`config.mk`:
```
export PLATFORM = sky130hd
export DESIGN_NAME = matriz_scan
export DESIGN_NICKNAME = d
export VERILOG_FILES = /design/src/rtl/matriz_scan.sv
export SDC_FILE = /design/constraint.sdc
export NUM_CORES = 1
export LEC_CHECK = 0
export BUFFER_PORTS_ARGS = -buffer_cell sky130_fd_sc_hd__buf_4
export CAP_MARGIN = 10
export CORE_ASPECT_RATIO = 0.6
export CORE_UTILIZATION = 58
export CTS_BUF_LIST = sky130_fd_sc_hd__clkbuf_8
export DETAILED_ROUTE_END_ITERATION = 16
export HOLD_SLACK_MARGIN = 0.08
export PLACE_DENSITY = 0.81
export SYNTH_ARGS = -nofsm -noshare
export SYNTH_HDL_FRONTEND = slang
export SYNTH_SLANG_ARGS = --single-unit
export TNS_END_PERCENT = 1
```
`constraint.sdc`:
```
create_clock -name clock -period 3.2 [get_ports clock]
set_clock_uncertainty 0.15 [all_clocks]
set_input_delay 0.32 -clock clock [delete_from_list [all_inputs] [get_ports clock]]
set_output_delay 0.32 -clock clock [all_outputs]
set_load 0.01 [all_outputs]
```
`src/rtl/matriz_scan.sv`:
```
`default_nettype none
// ============================================================================
// Module   : matriz_scan
// Purpose  : Column-multiplexed LED matrix driver. Scans NUM_COLS columns,
//            each slot being BLANK_CYCLES all-off cycles followed by DWELL
//            cycles of the column shown. Frames are loaded through a
//            valid/ready handshake into a pending buffer and are swapped
//            into the displayed buffer only when the scan wraps to column 0,
//            so a frame is never torn.
// Ports    : clock        - system clock, rising edge
//            reset        - synchronous, active-high
//            frame_data   - frame; column c = frame_data[c*NUM_ROWS +: NUM_ROWS]
//            frame_valid  - producer offers frame_data
//            frame_ready  - pending buffer empty
//            brightness   - (optional) 4-bit row duty within SHOW
//            colunas      - one-hot column drive (polarity COL_ACTIVE_LOW)
//            linhas       - row drive (polarity ROW_ACTIVE_LOW)
//            col_index    - column currently in its slot
//            frame_start  - pulse on first cycle of the column 0 slot
// Options  : MATRIZ_SCAN_BRIGHTNESS_EN adds the brightness input.
// Revision : 1.0 - initial release
// ============================================================================
module matriz_scan #(
    parameter int NUM_COLS       = 5,
    parameter int NUM_ROWS       = 7,
    parameter int DWELL          = 4,
    parameter int BLANK_CYCLES   = 1,
    parameter int COL_ACTIVE_LOW = 0,
    parameter int ROW_ACTIVE_LOW = 0
) (
    input  logic                                             clock,
    input  logic                                             reset,
    input  logic [NUM_COLS*NUM_ROWS-1:0]                     frame_data,
    input  logic                                             frame_valid,
    output logic                                             frame_ready,
`ifdef MATRIZ_SCAN_BRIGHTNESS_EN
    input  logic [3:0]                                       brightness,
`endif
    output logic [NUM_COLS-1:0]                              colunas,
    output logic [NUM_ROWS-1:0]                              linhas,
    output logic [((NUM_COLS > 1) ? $clog2(NUM_COLS) : 1)-1:0] col_index,
    output logic                                             frame_start
);

    localparam int C_COL_W   = (NUM_COLS > 1) ? $clog2(NUM_COLS) : 1;
    localparam int C_CNT_MAX = (DWELL > BLANK_CYCLES) ? DWELL : BLANK_CYCLES;
    localparam int C_CNT_W   = (C_CNT_MAX > 1) ? $clog2(C_CNT_MAX) : 1;
    localparam int C_FRAME_W = NUM_COLS * NUM_ROWS;

    localparam logic [C_CNT_W-1:0]  C_DWELL_LAST = C_CNT_W'(DWELL - 1);
    localparam logic [C_CNT_W-1:0]  C_BLANK_LAST = C_CNT_W'((BLANK_CYCLES > 0) ? BLANK_CYCLES - 1 : 0);
    localparam logic [C_COL_W-1:0]  C_COL_LAST   = C_COL_W'(NUM_COLS - 1);
    localparam logic [NUM_COLS-1:0] C_COL_OFF    = (COL_ACTIVE_LOW != 0) ? '1 : '0;
    localparam logic [NUM_ROWS-1:0] C_ROW_OFF    = (ROW_ACTIVE_LOW != 0) ? '1 : '0;

    typedef enum logic [0:0] {
        ST_BLANK = 1'b0,
        ST_SHOW  = 1'b1
    } state_t;

    // Each slot opens in BLANK unless blanking is configured away.
    localparam state_t C_SLOT_FIRST = (BLANK_CYCLES > 0) ? ST_BLANK : ST_SHOW;

    state_t                 state_q, state_d;
    logic [C_COL_W-1:0]     col_q, col_d;
    logic [C_CNT_W-1:0]     cnt_q, cnt_d;
    logic                   started_q, started_d;
    logic                   loaded_q, loaded_d;
    logic [C_FRAME_W-1:0]   active_q, active_d;
    logic [C_FRAME_W-1:0]   pending_q, pending_d;
    logic                   pending_full_q, pending_full_d;
    logic                   swap_done_q, swap_done_d;
    logic [NUM_COLS-1:0]    colunas_q, colunas_d;
    logic [NUM_ROWS-1:0]    linhas_q, linhas_d;
    logic                   frame_start_q, frame_start_d;
`ifdef MATRIZ_SCAN_BRIGHTNESS_EN
    logic [3:0]             bri_q, bri_d;
`endif

    logic                   w_wrap;
    logic                   w_slot_start;
    logic                   w_rows_lit;
    logic [NUM_COLS-1:0]    w_col_onehot;
    logic [NUM_ROWS-1:0]    w_row_sel;

    always_comb begin
        state_d        = state_q;
        col_d          = col_q;
        cnt_d          = cnt_q;
        started_d      = 1'b1;
        loaded_d       = loaded_q;
        active_d       = active_q;
        pending_d      = pending_q;
        pending_full_d = pending_full_q;
        swap_done_d    = 1'b0;
        w_wrap         = 1'b0;

        // The first cycle out of reset only arms the scan, so the cycle that
        // follows is cycle 0 of the column 0 slot with frame_start raised.
        if (started_q) begin
            case (state_q)
                ST_BLANK: begin
                    if (cnt_q == C_BLANK_LAST) begin
                        state_d = ST_SHOW;
                        cnt_d   = '0;
                    end else begin
                        cnt_d = cnt_q + 1'b1;
                    end
                end
                default: begin
                    if (cnt_q == C_DWELL_LAST) begin
                        cnt_d   = '0;
                        state_d = C_SLOT_FIRST;
                        if (col_q == C_COL_LAST) begin
                            col_d  = '0;
                            w_wrap = 1'b1;
                        end else begin
                            col_d = col_q + 1'b1;
                        end
                    end else begin
                        cnt_d = cnt_q + 1'b1;
                    end
                end
            endcase
        end

        // Tear-free swap: the displayed buffer only changes on the wrap edge.
        // The pending buffer is released one cycle later so frame_ready rises
        // on the second cycle of the new frame.
        if (w_wrap && pending_full_q) begin
            active_d    = pending_q;
            loaded_d    = 1'b1;
            swap_done_d = 1'b1;
        end
        if (swap_done_q) begin
            pending_full_d = 1'b0;
        end
        if (frame_valid && !pending_full_q) begin
            pending_d      = frame_data;
            pending_full_d = 1'b1;
        end

        w_slot_start  = (state_d == C_SLOT_FIRST) && (cnt_d == '0);
        frame_start_d = w_slot_start && (col_d == '0);

        w_col_onehot = '0;
        w_row_sel    = '0;
        for (int c = 0; c < NUM_COLS; c++) begin
            if (col_d == C_COL_W'(c)) begin
                w_col_onehot[c] = 1'b1;
                w_row_sel       = active_d[c*NUM_ROWS +: NUM_ROWS];
            end
        end

`ifdef MATRIZ_SCAN_BRIGHTNESS_EN
        // Brightness is captured on the edge that opens each slot and held
        // for the whole slot; rows light for the first fraction of SHOW.
        bri_d      = w_slot_start ? brightness : bri_q;
        w_rows_lit = (state_d == ST_SHOW) &&
                     ((32'(cnt_d) * 32'd15) < (32'(bri_d) * 32'(DWELL)));
`else
        w_rows_lit = (state_d == ST_SHOW);
`endif

        // No column is driven until a frame has been loaded, so an empty
        // display stays fully dark.
        colunas_d = (((state_d == ST_SHOW) && loaded_d) ? w_col_onehot : '0) ^ C_COL_OFF;
        linhas_d  = ((w_rows_lit && loaded_d) ? w_row_sel : '0) ^ C_ROW_OFF;
    end

    always_ff @(posedge clock) begin
        if (reset) begin
            state_q        <= C_SLOT_FIRST;
            col_q          <= '0;
            cnt_q          <= '0;
            started_q      <= 1'b0;
            loaded_q       <= 1'b0;
            active_q       <= '0;
            pending_q      <= '0;
            pending_full_q <= 1'b0;
            swap_done_q    <= 1'b0;
            colunas_q      <= C_COL_OFF;
            linhas_q       <= C_ROW_OFF;
            frame_start_q  <= 1'b0;
`ifdef MATRIZ_SCAN_BRIGHTNESS_EN
            bri_q          <= 4'd0;
`endif
        end else begin
            state_q        <= state_d;
            col_q          <= col_d;
            cnt_q          <= cnt_d;
            started_q      <= started_d;
            loaded_q       <= loaded_d;
            active_q       <= active_d;
            pending_q      <= pending_d;
            pending_full_q <= pending_full_d;
            swap_done_q    <= swap_done_d;
            colunas_q      <= colunas_d;
            linhas_q       <= linhas_d;
            frame_start_q  <= frame_start_d;
`ifdef MATRIZ_SCAN_BRIGHTNESS_EN
            bri_q          <= bri_d;
`endif
        end
    end

    assign frame_ready = !pending_full_q;
    assign colunas     = colunas_q;
    assign linhas      = linhas_q;
    assign col_index   = col_q;
    assign frame_start = frame_start_q;

endmodule
`default_nettype wire

```
; ---- Yosys cells after proc, flatten, opt, wreduce, memory -nomap -nowiden
; Index checks and enable logic that the tools add are counted.
[op_classes]
addsub = 2
n_eq_ne = 6
muxes = 32
bitwise = 2
reduce_logical = 11
[op_table]
columns = cell, n
row1 = 35-bit 2-to-1 mux, 1
row2 = 7-bit 2-to-1 mux, 5
row3 = 1-bit 2-to-1 mux, 18
row4 = 3-bit 2-to-1 mux, 4
row5 = 2-bit 2-to-1 mux, 4
row6 = 3-bit by 2-bit == test with 1-bit output (second input constant), 2
row7 = 3-bit == test (second input constant), 2
row8 = 1-bit logical AND, 5
row9 = 2-bit logical NOT, 2
row10 = 3-bit by 1-bit adder with 3-bit output (second input constant), 1
row11 = 3-bit by 1-bit == test with 1-bit output (second input constant), 1
row12 = 3-bit logical NOT, 1
row13 = 2-bit by 1-bit adder with 2-bit output (second input constant), 1
row14 = 2-bit == test (second input constant), 1
row15 = 1-bit NOT, 2
row16 = 2-bit nonzero test, 1
row17 = 2-bit OR reduction, 1
row18 = 1-bit logical NOT, 1
[word_totals]
ff_bits = 93
in_bits = 38
wordCells = 65

; ---- Depth between registers and ports, before layout
; Gate-level depths: netlist of the first run.
[depth]
depth_word = 12
ltp_mapped = 9
depth_no_buf = 7

; ---- Worst setup path after synthesis of the first run
; OpenSTA, ideal clock, no wires.
[synth_path]
path_type = register -> register
start = reg col_q[0], in the netlist col_index[0]
end = reg linhas_q[0], in the netlist linhas[0]
t_arrival_ns = 1.972
required_ns = 2.928
path_slack_ns = 0.956
path_stages_with_launch = 10
n_path_buf = 2
cell_sequence = dfxtp_1 inv_1 ha_1 and4_1 a21oi_1 buf_2 and3b_1 clkbuf_1 a22o_1 a221o_1
[synth_via]
elab_chain_cells = 12
word_cells_on_any_way = 26
cone_classes = add/sub (1) / eq/ne (5) / mux (15) / bitwise (1) / reduce/logical (4)
[synth_rtl]
columns = element, line
row1 = from (decl), 65  ; logic [C_COL_W-1:0] col_q, col_d;
row2 = from (signal assigned), 190  ; col_q <= col_d;
row3 = "parallel branches: the longest is 12 deep, another holds 3-bit by 1-bit adder with 3-bit output", n/a
row4 = to (signal assigned), 199  ; linhas_q <= linhas_d;
row5 = to (decl), 74  ; logic [NUM_ROWS-1:0] linhas_q, linhas_d;
; Several ways; the timed one is not identified.
; A chain may end at the register's enable or synchronous reset.

; ---- Worst setup path in the final report of the first run
[layout_path]
start = reg cnt_q[1]
end = reg linhas_q[4], in the netlist linhas[4]
[layout_via]
elab_chain_cells = 11
word_cells_on_any_way = 28
cone_classes = eq/ne (5) / mux (17) / bitwise (1) / reduce/logical (5)
[layout_rtl]
columns = element, line
row1 = from (decl), 66  ; logic [C_CNT_W-1:0] cnt_q, cnt_d;
row2 = from (signal assigned), 191  ; cnt_q <= cnt_d;
row3 = 2-bit == test, 111  ; if (cnt_q == C_DWELL_LAST) begin
row4 = 1-bit 2-to-1 mux, 111
row5 = 1-bit 2-to-1 mux, 101  ; case (state_q)
row6 = 1-bit 2-to-1 mux, 100  ; if (started_q) begin
row7 = 1-bit logical AND, 130  ; if (w_wrap && pending_full_q) begin
row8 = 35-bit 2-to-1 mux, 130
row9 = 7-bit 2-to-1 mux (5 in a row), 149  ; if (col_d == C_COL_W'(c)) begin
; Several ways; a longest one is shown, not always the timed one.

==> impl_results.md, run 1 <==
* Count of pins over their slew limit at 0
* Dominant delay contributor by cell family on the critical path: simple AND/OR/NAND/NOR gates
* First-pass GRT wire length at 14,700 µm
* Hold/Removal Path Class: in -> reg
* H-tree levels at 3
* Final critical delay including setup and external delays at 2580 ps
* Overall global routing resource usage at 29.6%
* Clock latency of the later-clocked register in the worst-skew pair at 360 ps
* Period utilization at 80.6%
* Leading cell types in the layout, fill and taps excluded: 93 x sky130_fd_sc_hd__dfxtp_1, 74 x sky130_fd_sc_hd__nand2_1, 59 x sky130_fd_sc_hd__buf_4, 38 x sky130_fd_sc_hd__a21oi_1, 35 x sky130_fd_sc_hd__dlygate4sd3_1
* Maximum number of pins on one net before global-route repair at 63
* Global Route met3 Usage at 8.55%
* Syn avg cell area at 9.55 µm²
* Synth Area in Compound Gates at 12.4%
* Met2 layer usage reported by global route at 50.7%
* CTS tree: yes
* Data required time of the worst path at 3300 ps
* Row Count at 21
* Share of the synthesized netlist area taken by xor and xnor gates at 0%
* Aggregate routed wire length at 8900 µm
* Count of vias placed by the detailed router at 2,940
* Synthesized-area fraction occupied by adder cells at 1.74%
* Register bit total from synthesis at 93
* Relative area change from synthesis to final layout at 28.4%
* Starting density of the core at 62.3%
* Number of hold buffers added after cts at 35
* Fillcell total at 376
* Routed wire length per instance at 16.4 µm
* Die Footprint at 0.00654 mm²
* Portion of netlist area occupied by mux cells at 11.9%
* Internal Pwr Total at 1810 µW
* Cell count along the critical path at 6
* Series of cell instances along the critical path: ha_1 -> and3_4 -> nand4_4 -> mux2_2 -> a22o_1 -> a221o_1
* Critical R2R Launch: cnt_q[1]$_SDFF_PP0_
* Synth unique cells at 38
* Crit end category: flop
* Initial DRC count at 187
* Proportion of power drawn by flip-flops and latches at 53.0%
* Area fraction in and, or, nand and nor cells after synthesis at 18.4%
* Slew at the pin with the worst max-slew slack at 639 ps
* Number of antenna-violating nets in the routed design at 0
* RSZ-0062 raised after global routing: false
* Detail-routed via count per cell at 5.41
* Aggregate global routing overflow at 0
* TritonCTS Buffers at 9
* Number of antenna repair diodes at 0
* Total clock sinks at 93
* Die Y-Extent at 63.0 µm
* Warnings from Yosys at 0
* Cell at the slowest stage of the critical path: sky130_fd_sc_hd__mux2_2
* Number of top-level pins at 55
* CTS-repair resized insts at 0
* Worst setup endpoint: linhas[4]$_SDFF_PP0_
* Power, Total at 2290 µW
* Clock edge transition at the registers on the reported setup and hold paths at 80 ps
* Most frequent standard cell in the layout excluding fill and tap cells: sky130_fd_sc_hd__dfxtp_1
* Hold violation total from the final report at 0
* Clk pwr share at 39.9%
* Clk root buf: sky130_fd_sc_hd__clkbuf_8
* Synthesized cell area at 0.00360 mm²
* Synthesized instance count at 377
* Worst Setup SP: cnt_q[1]$_SDFF_PP0_
* Via count of the first global-routing pass at 2,962
* Relative slew margins at 57.4%
* Setup TNS at 0 ps
* FF-to-FF path depth at 6
* P per Cell Area at 496 mW/mm²
* Async S/R FF share, synth at 0%
* Area of the core region at 0.00578 mm²
* Clock tree buffer depth at 2
* Worst Setup Start Kind: flop
* Main combinational cell family by area after synthesis: simple AND/OR/NAND/NOR gates
* Final setup vio count at 0
* Worst path max stage delay at 450 ps
* Count of unresolved DRC violations after routing at 0
* Net switching component of the power at 484 µW
* M1 GR Usage at 36.8%
* GPL Wtd Cong at 0.822
* Die Width at 104 µm
* Register area share after synthesis at 51.7%
* Share of power burned in combinational logic at 7.1%
* Post-CTS Setup Inserts at 0
* Utilization of the core after routing at 80.0%
* Layout cells sized above 1 at 20.7%
* Largest vdd supply drop at 258 µV
* Total of max-cap violations at 0
* Critical R2R Capture: linhas[4]$_SDFF_PP0_
* Top achievable clock speed at 388 MHz
* Critical path fanouts, max at 22
* Number of buffers and inverters on the critical path at 0
* Flip-flop cell with the highest count after synthesis: sky130_fd_sc_hd__dfxtp_1
* Run status: finished clean
* Count of buffers inserted at the top-level ports at 54
* Register-to-Register Setup Slack at 620 ps
* Layout Nets at 501
* Data arrival time of the critical path at 2680 ps
* First-pass iteration count of the detailed router at 4
* Most utilized layer in the global route result: met2
* Number of flops mapped to enable cells by yosys at 0
* Synth Net Count at 420
* Worst setup path category: reg -> reg
* Sw Ratio at 21.1%
* HPWL after detailed placement at 5540 µm
* Number of antenna violations at the first check in global routing at 0
* Static leakage at 0.00207 µW
tightest hold or removal path, cell delays in order:
cell and delay (ps):
sky130_fd_sc_hd__buf_4 120, sky130_fd_sc_hd__nor2_1 90, sky130_fd_sc_hd__a211oi_1 50
flip-flops by register name (all words and copies together), names as in the netlist:
signal / count
col_index: 3
frame_start: 1
state_q: 1
colunas: 5
loaded_q: 1
cnt_q: 2
linhas: 7
pending_q: 35
started_q: 1
pending_full_q: 1
swap_done_q: 1
active_q: 35
worst min-delay path by stage:
stage,from,to,slack (ps),cells past startpoint
2_1_floorplan,swap_done_q$_SDFF_PP0_,pending_full_q$_SDFFE_PP0P_,240,1
3_3_place_gp,swap_done_q$_SDFF_PP0_,pending_full_q$_SDFFE_PP0P_,250,1
3_5_place_dp,swap_done_q$_SDFF_PP0_,pending_full_q$_SDFFE_PP0P_,250,1
4_1_cts,frame_valid,pending_full_q$_SDFFE_PP0P_,90,3
5_1_grt,frame_valid,pending_full_q$_SDFFE_PP0P_,130,3
6_report,frame_valid,pending_full_q$_SDFFE_PP0P_,110,3
synthesized netlist by cell type (2+ instances only):
| cell | number | area (µm²) |
|---|---|---|
| sky130_fd_sc_hd__mux2i_1 | 18 | 180 |
| sky130_fd_sc_hd__mux2_4 | 5 | 75.1 |
| sky130_fd_sc_hd__o21ai_0 | 2 | 10.0 |
| sky130_fd_sc_hd__inv_1 | 7 | 26.3 |
| sky130_fd_sc_hd__a21oi_1 | 38 | 190 |
| sky130_fd_sc_hd__buf_4 | 2 | 15.0 |
| sky130_fd_sc_hd__nand2_1 | 74 | 278 |
| sky130_fd_sc_hd__ha_1 | 5 | 62.6 |
| sky130_fd_sc_hd__a221o_1 | 7 | 70.1 |
| sky130_fd_sc_hd__and3_1 | 4 | 25.0 |
| sky130_fd_sc_hd__clkbuf_1 | 19 | 71.3 |
| sky130_fd_sc_hd__buf_6 | 2 | 22.5 |
| sky130_fd_sc_hd__nor2_1 | 28 | 105 |
| sky130_fd_sc_hd__nand3_1 | 4 | 20.0 |
| sky130_fd_sc_hd__and2_1 | 21 | 131 |
| sky130_fd_sc_hd__nand2b_1 | 2 | 12.5 |
| sky130_fd_sc_hd__mux2_2 | 13 | 146 |
| sky130_fd_sc_hd__dfxtp_1 | 93 | 1860 |
| sky130_fd_sc_hd__a22o_1 | 6 | 52.6 |
| sky130_fd_sc_hd__nor2b_1 | 3 | 18.8 |
| sky130_fd_sc_hd__and4_1 | 2 | 17.5 |
| sky130_fd_sc_hd__a221oi_1 | 6 | 52.6 |
power by group through the flow:
stage                     Sequential (µW)  Combinational (µW)  Clock, µW
after floorplan                      1230                73.3          0
after global placement               1240                 122          0
after detailed placement             1240                 126          0
after CTS                            1210                 160        922
after global routing                 1220                 181        978
final                                1210                 163        914
through the flow:
| step | cell area, µm² | std cells | hold slack [ps] | setup slack, ps |
|---|---|---|---|---|
| after global placement | 4030 | 492 | 251 | 710 |
| after detailed placement | 4030 | 492 | 250 | 630 |
| after floorplan | 3600 | 377 | 243 | 956 |
| after global routing | 4620 | 543 | 125 | 446 |
| final | 4620 | 543 | 105 | 620 |
| after CTS | 4620 | 543 | 92.8 | 627 |
per-layer routing:
| layer | up-vias | routed length [µm] |
|---|---|---|
| li1 | 1445 | - |
| met1 | 1394 | 4070 |
| met2 | 89 | 4220 |
| met3 | 12 | 507 |
| met4 | 0 | 105 |
| met5 | - | 0 |
cell type report:
class,count,area (µm²),share of cell area [%]
inverter,7,26.3,0.568
clock buffer,10,138,2.98
timing repair buffer,94,793,17.2
multi-input combinational,253,1600,34.6
sequential,93,1860,40.3
tap,80,100,2.17
clock inverter,6,103,2.22
cell families after synthesis:
family                     after synthesis
muxes                                   38
AOI/OAI and AO/OA                       67
buffers and inverters                   31
adders and majority gates                5
DFF                                     93
and+or+nand+nor                        143
No activity file was read; power rests on OpenSTA's default activity.
==> run 2, diff against run 1 <==
- clock period: 3.2 -> 2.61 ns (I/O delays scaled with it)
==> run 2 against run 1 <==
Effect of this change:
- flip-flop and latch count is the same
- global-route usage down 0.46 points
- clock power rose by 1%
- final cell count up 1.7%
- utilization is 0.35 points higher
- non-clock buffer count increased by 9
- critical path depth unchanged
- combinational power up 31%
- critical endpoint is now linhas[1]$_SDFF_PP0_
==> impl_results.md, run 2 (synthesized netlist as in run 1, its figures left out) <==
* Run status: finished clean
* Count of buffers inserted at the top-level ports at 54
* Worst Setup Start Kind: flop
* CTS tree: yes
* Clock tree buffer depth at 2
* Hold_ws at 84.2 ps
* Aggregate routed wire length at 8940 µm
* Number of buffers and inverters on the critical path at 0
* Cell at the slowest stage of the critical path: sky130_fd_sc_hd__mux2i_2
* Worst path max stage delay at 500 ps
* Routed wire length per instance at 16.2 µm
* Slew at the pin with the worst max-slew slack at 601 ps
* Die Footprint at 0.00654 mm²
* P per Cell Area at 565 mW/mm²
* Hold/Removal Path Class: in -> reg
* Die Y-Extent at 63.0 µm
* Worst setup path category: reg -> reg
* First-pass GRT wire length at 14,600 µm
* Post-CTS Setup Inserts at 0
* Initial DRC count at 176
* Clock edge transition at the registers on the reported setup and hold paths at 90 ps
* First-pass iteration count of the detailed router at 4
* Detail-routed via count per cell at 5.49
* Number of top-level pins at 55
* Largest vdd supply drop at 434 µV
* Data arrival time of the critical path at 2580 ps
* Number of antenna-violating nets in the routed design at 0
* HPWL after detailed placement at 5760 µm
* Number of antenna repair diodes at 0
* Aggregate global routing overflow at 0
* GPL Wtd Cong at 0.817
* Critical path fanouts, max at 10
* Layout Nets at 510
* Final setup vio count at 0
* Most frequent standard cell in the layout excluding fill and tap cells: sky130_fd_sc_hd__dfxtp_1
* Number of antenna violations at the first check in global routing at 0
* Leading cell types in the layout, fill and taps excluded: 93 x sky130_fd_sc_hd__dfxtp_1, 74 x sky130_fd_sc_hd__nand2_1, 67 x sky130_fd_sc_hd__buf_4, 38 x sky130_fd_sc_hd__a21oi_1, 36 x sky130_fd_sc_hd__dlygate4sd3_1
* Final critical delay including setup and external delays at 2480 ps
* Overall global routing resource usage at 29.1%
* Die Width at 104 µm
* Starting density of the core at 62.3%
* Count of vias placed by the detailed router at 3,031
* Count of unresolved DRC violations after routing at 0
* Dominant delay contributor by cell family on the critical path: compound AO/OA/AOI/OAI gates
* Hold violation total from the final report at 0
* Final design area excluding fillers at 0.00464 mm²
* Relative area change from synthesis to final layout at 29.0%
* Via count of the first global-routing pass at 2,922
* Maximum number of pins on one net before global-route repair at 36
* Static leakage at 0.00208 µW
* Crit end category: flop
* Clk root buf: sky130_fd_sc_hd__clkbuf_8
* Series of cell instances along the critical path: ha_1 -> and3_4 -> mux2i_2 -> nor2_1 -> a22o_1 -> a221o_1
* Clock latency of the later-clocked register in the worst-skew pair at 360 ps
* Period utilization at 94.8%
* Count of pins over their slew limit at 0
* Layout cells sized above 1 at 22.0%
* RSZ-0062 raised after global routing: true
* Row Count at 21
* Area of the core region at 0.00578 mm²
* Placed inst area at 0.00409 mm²
* Total of max-cap violations at 0
* Top achievable clock speed at 404 MHz
* TritonCTS Buffers at 9
* Relative slew margins at 59.8%
* Total clock sinks at 93
* H-tree levels at 3
* CTS-repair resized insts at 0
* Data required time of the worst path at 2720 ps
run 2: changes by cell type in the layout (fill, tap and decap cells not counted):
cell / before / now
sky130_fd_sc_hd__clkbuf_8: 10 / 9
sky130_fd_sc_hd__buf_4: 59 / 67
sky130_fd_sc_hd__dlygate4sd3_1: 35 / 36
sky130_fd_sc_hd__inv_6: 0 / 1
sky130_fd_sc_hd__clkinvlp_4: 0 / 2
sky130_fd_sc_hd__bufinv_16: 3 / 1
run 2: path summary, 6_finish.rpt:
path                          startpoint                           to  slack [ps]  cells past startpoint
setup / recovery     cnt_q[1]$_SDFF_PP0_         linhas[1]$_SDFF_PP0_         130                      6
hold / removal                     reset      active_q[20]$_SDFF_PP0_          80                      2
setup reg to reg     cnt_q[1]$_SDFF_PP0_         linhas[1]$_SDFF_PP0_         130                      6
hold reg to reg   swap_done_q$_SDFF_PP0_  pending_full_q$_SDFFE_PP0P_         270                      1
run 2: metal layers:
| metal | track usage, % | routed length [µm] |
|---|---|---|
| met1 | 36.4 | 3870 |
| met2 | 49.9 | 4360 |
| met3 | 6.67 | 556 |
| met4 | 10.2 | 156 |
| met5 | 0 | 0 |
run 2: area by class of cell:
class / instances / area [µm²]
tap: 80 / 100
timing repair buffer: 103 / 863
clock inverter: 7 / 66.3
multi-input combinational: 253 / 1600
sequential: 93 / 1860
inverter: 7 / 26.3
clock buffer: 9 / 124
fill: 382 / 1140
run 2: through the flow:
stage / utilization [%] / total power, µW / instances / setup TNS, ps / worst slack, ps
CTS: 80.3 / 2630 / 552 / 0 / 146
floorplan: - / 1600 / 377 / 0 / 366
finish: 80.3 / 2620 / 552 / 0 / 134
global route: 80.3 / 2730 / 552 / -17.8 / -9.50
detailed placement: 70.8 / 1680 / 500 / 0 / 152
global placement: 70.8 / 1670 / 500 / 0 / 248
run 2: worst register-to-register path, cell delays in order (launching register included):
cell                      delay [ps]
sky130_fd_sc_hd__dfxtp_1         390
sky130_fd_sc_hd__ha_1            200
sky130_fd_sc_hd__and3_4          210
sky130_fd_sc_hd__mux2i_2         500
sky130_fd_sc_hd__nor2_1          300
sky130_fd_sc_hd__a22o_1          290
sky130_fd_sc_hd__a221o_1         340
run 2: report_power, final:
group | internal (µW) | leakage, µW | switching [µW]
Clock | 437 | 0.0000982 | 485
Sequential | 1460 | 0.000756 | 28.8
Combinational | 113 | 0.00122 | 100
Total | 2010 | 0.00208 | 614
run 2: what timing repair did:
item	in CTS	in global routing
hold endpoints to repair	36	0
hold buffers	36	0
endpoints found under the setup margin	0	2
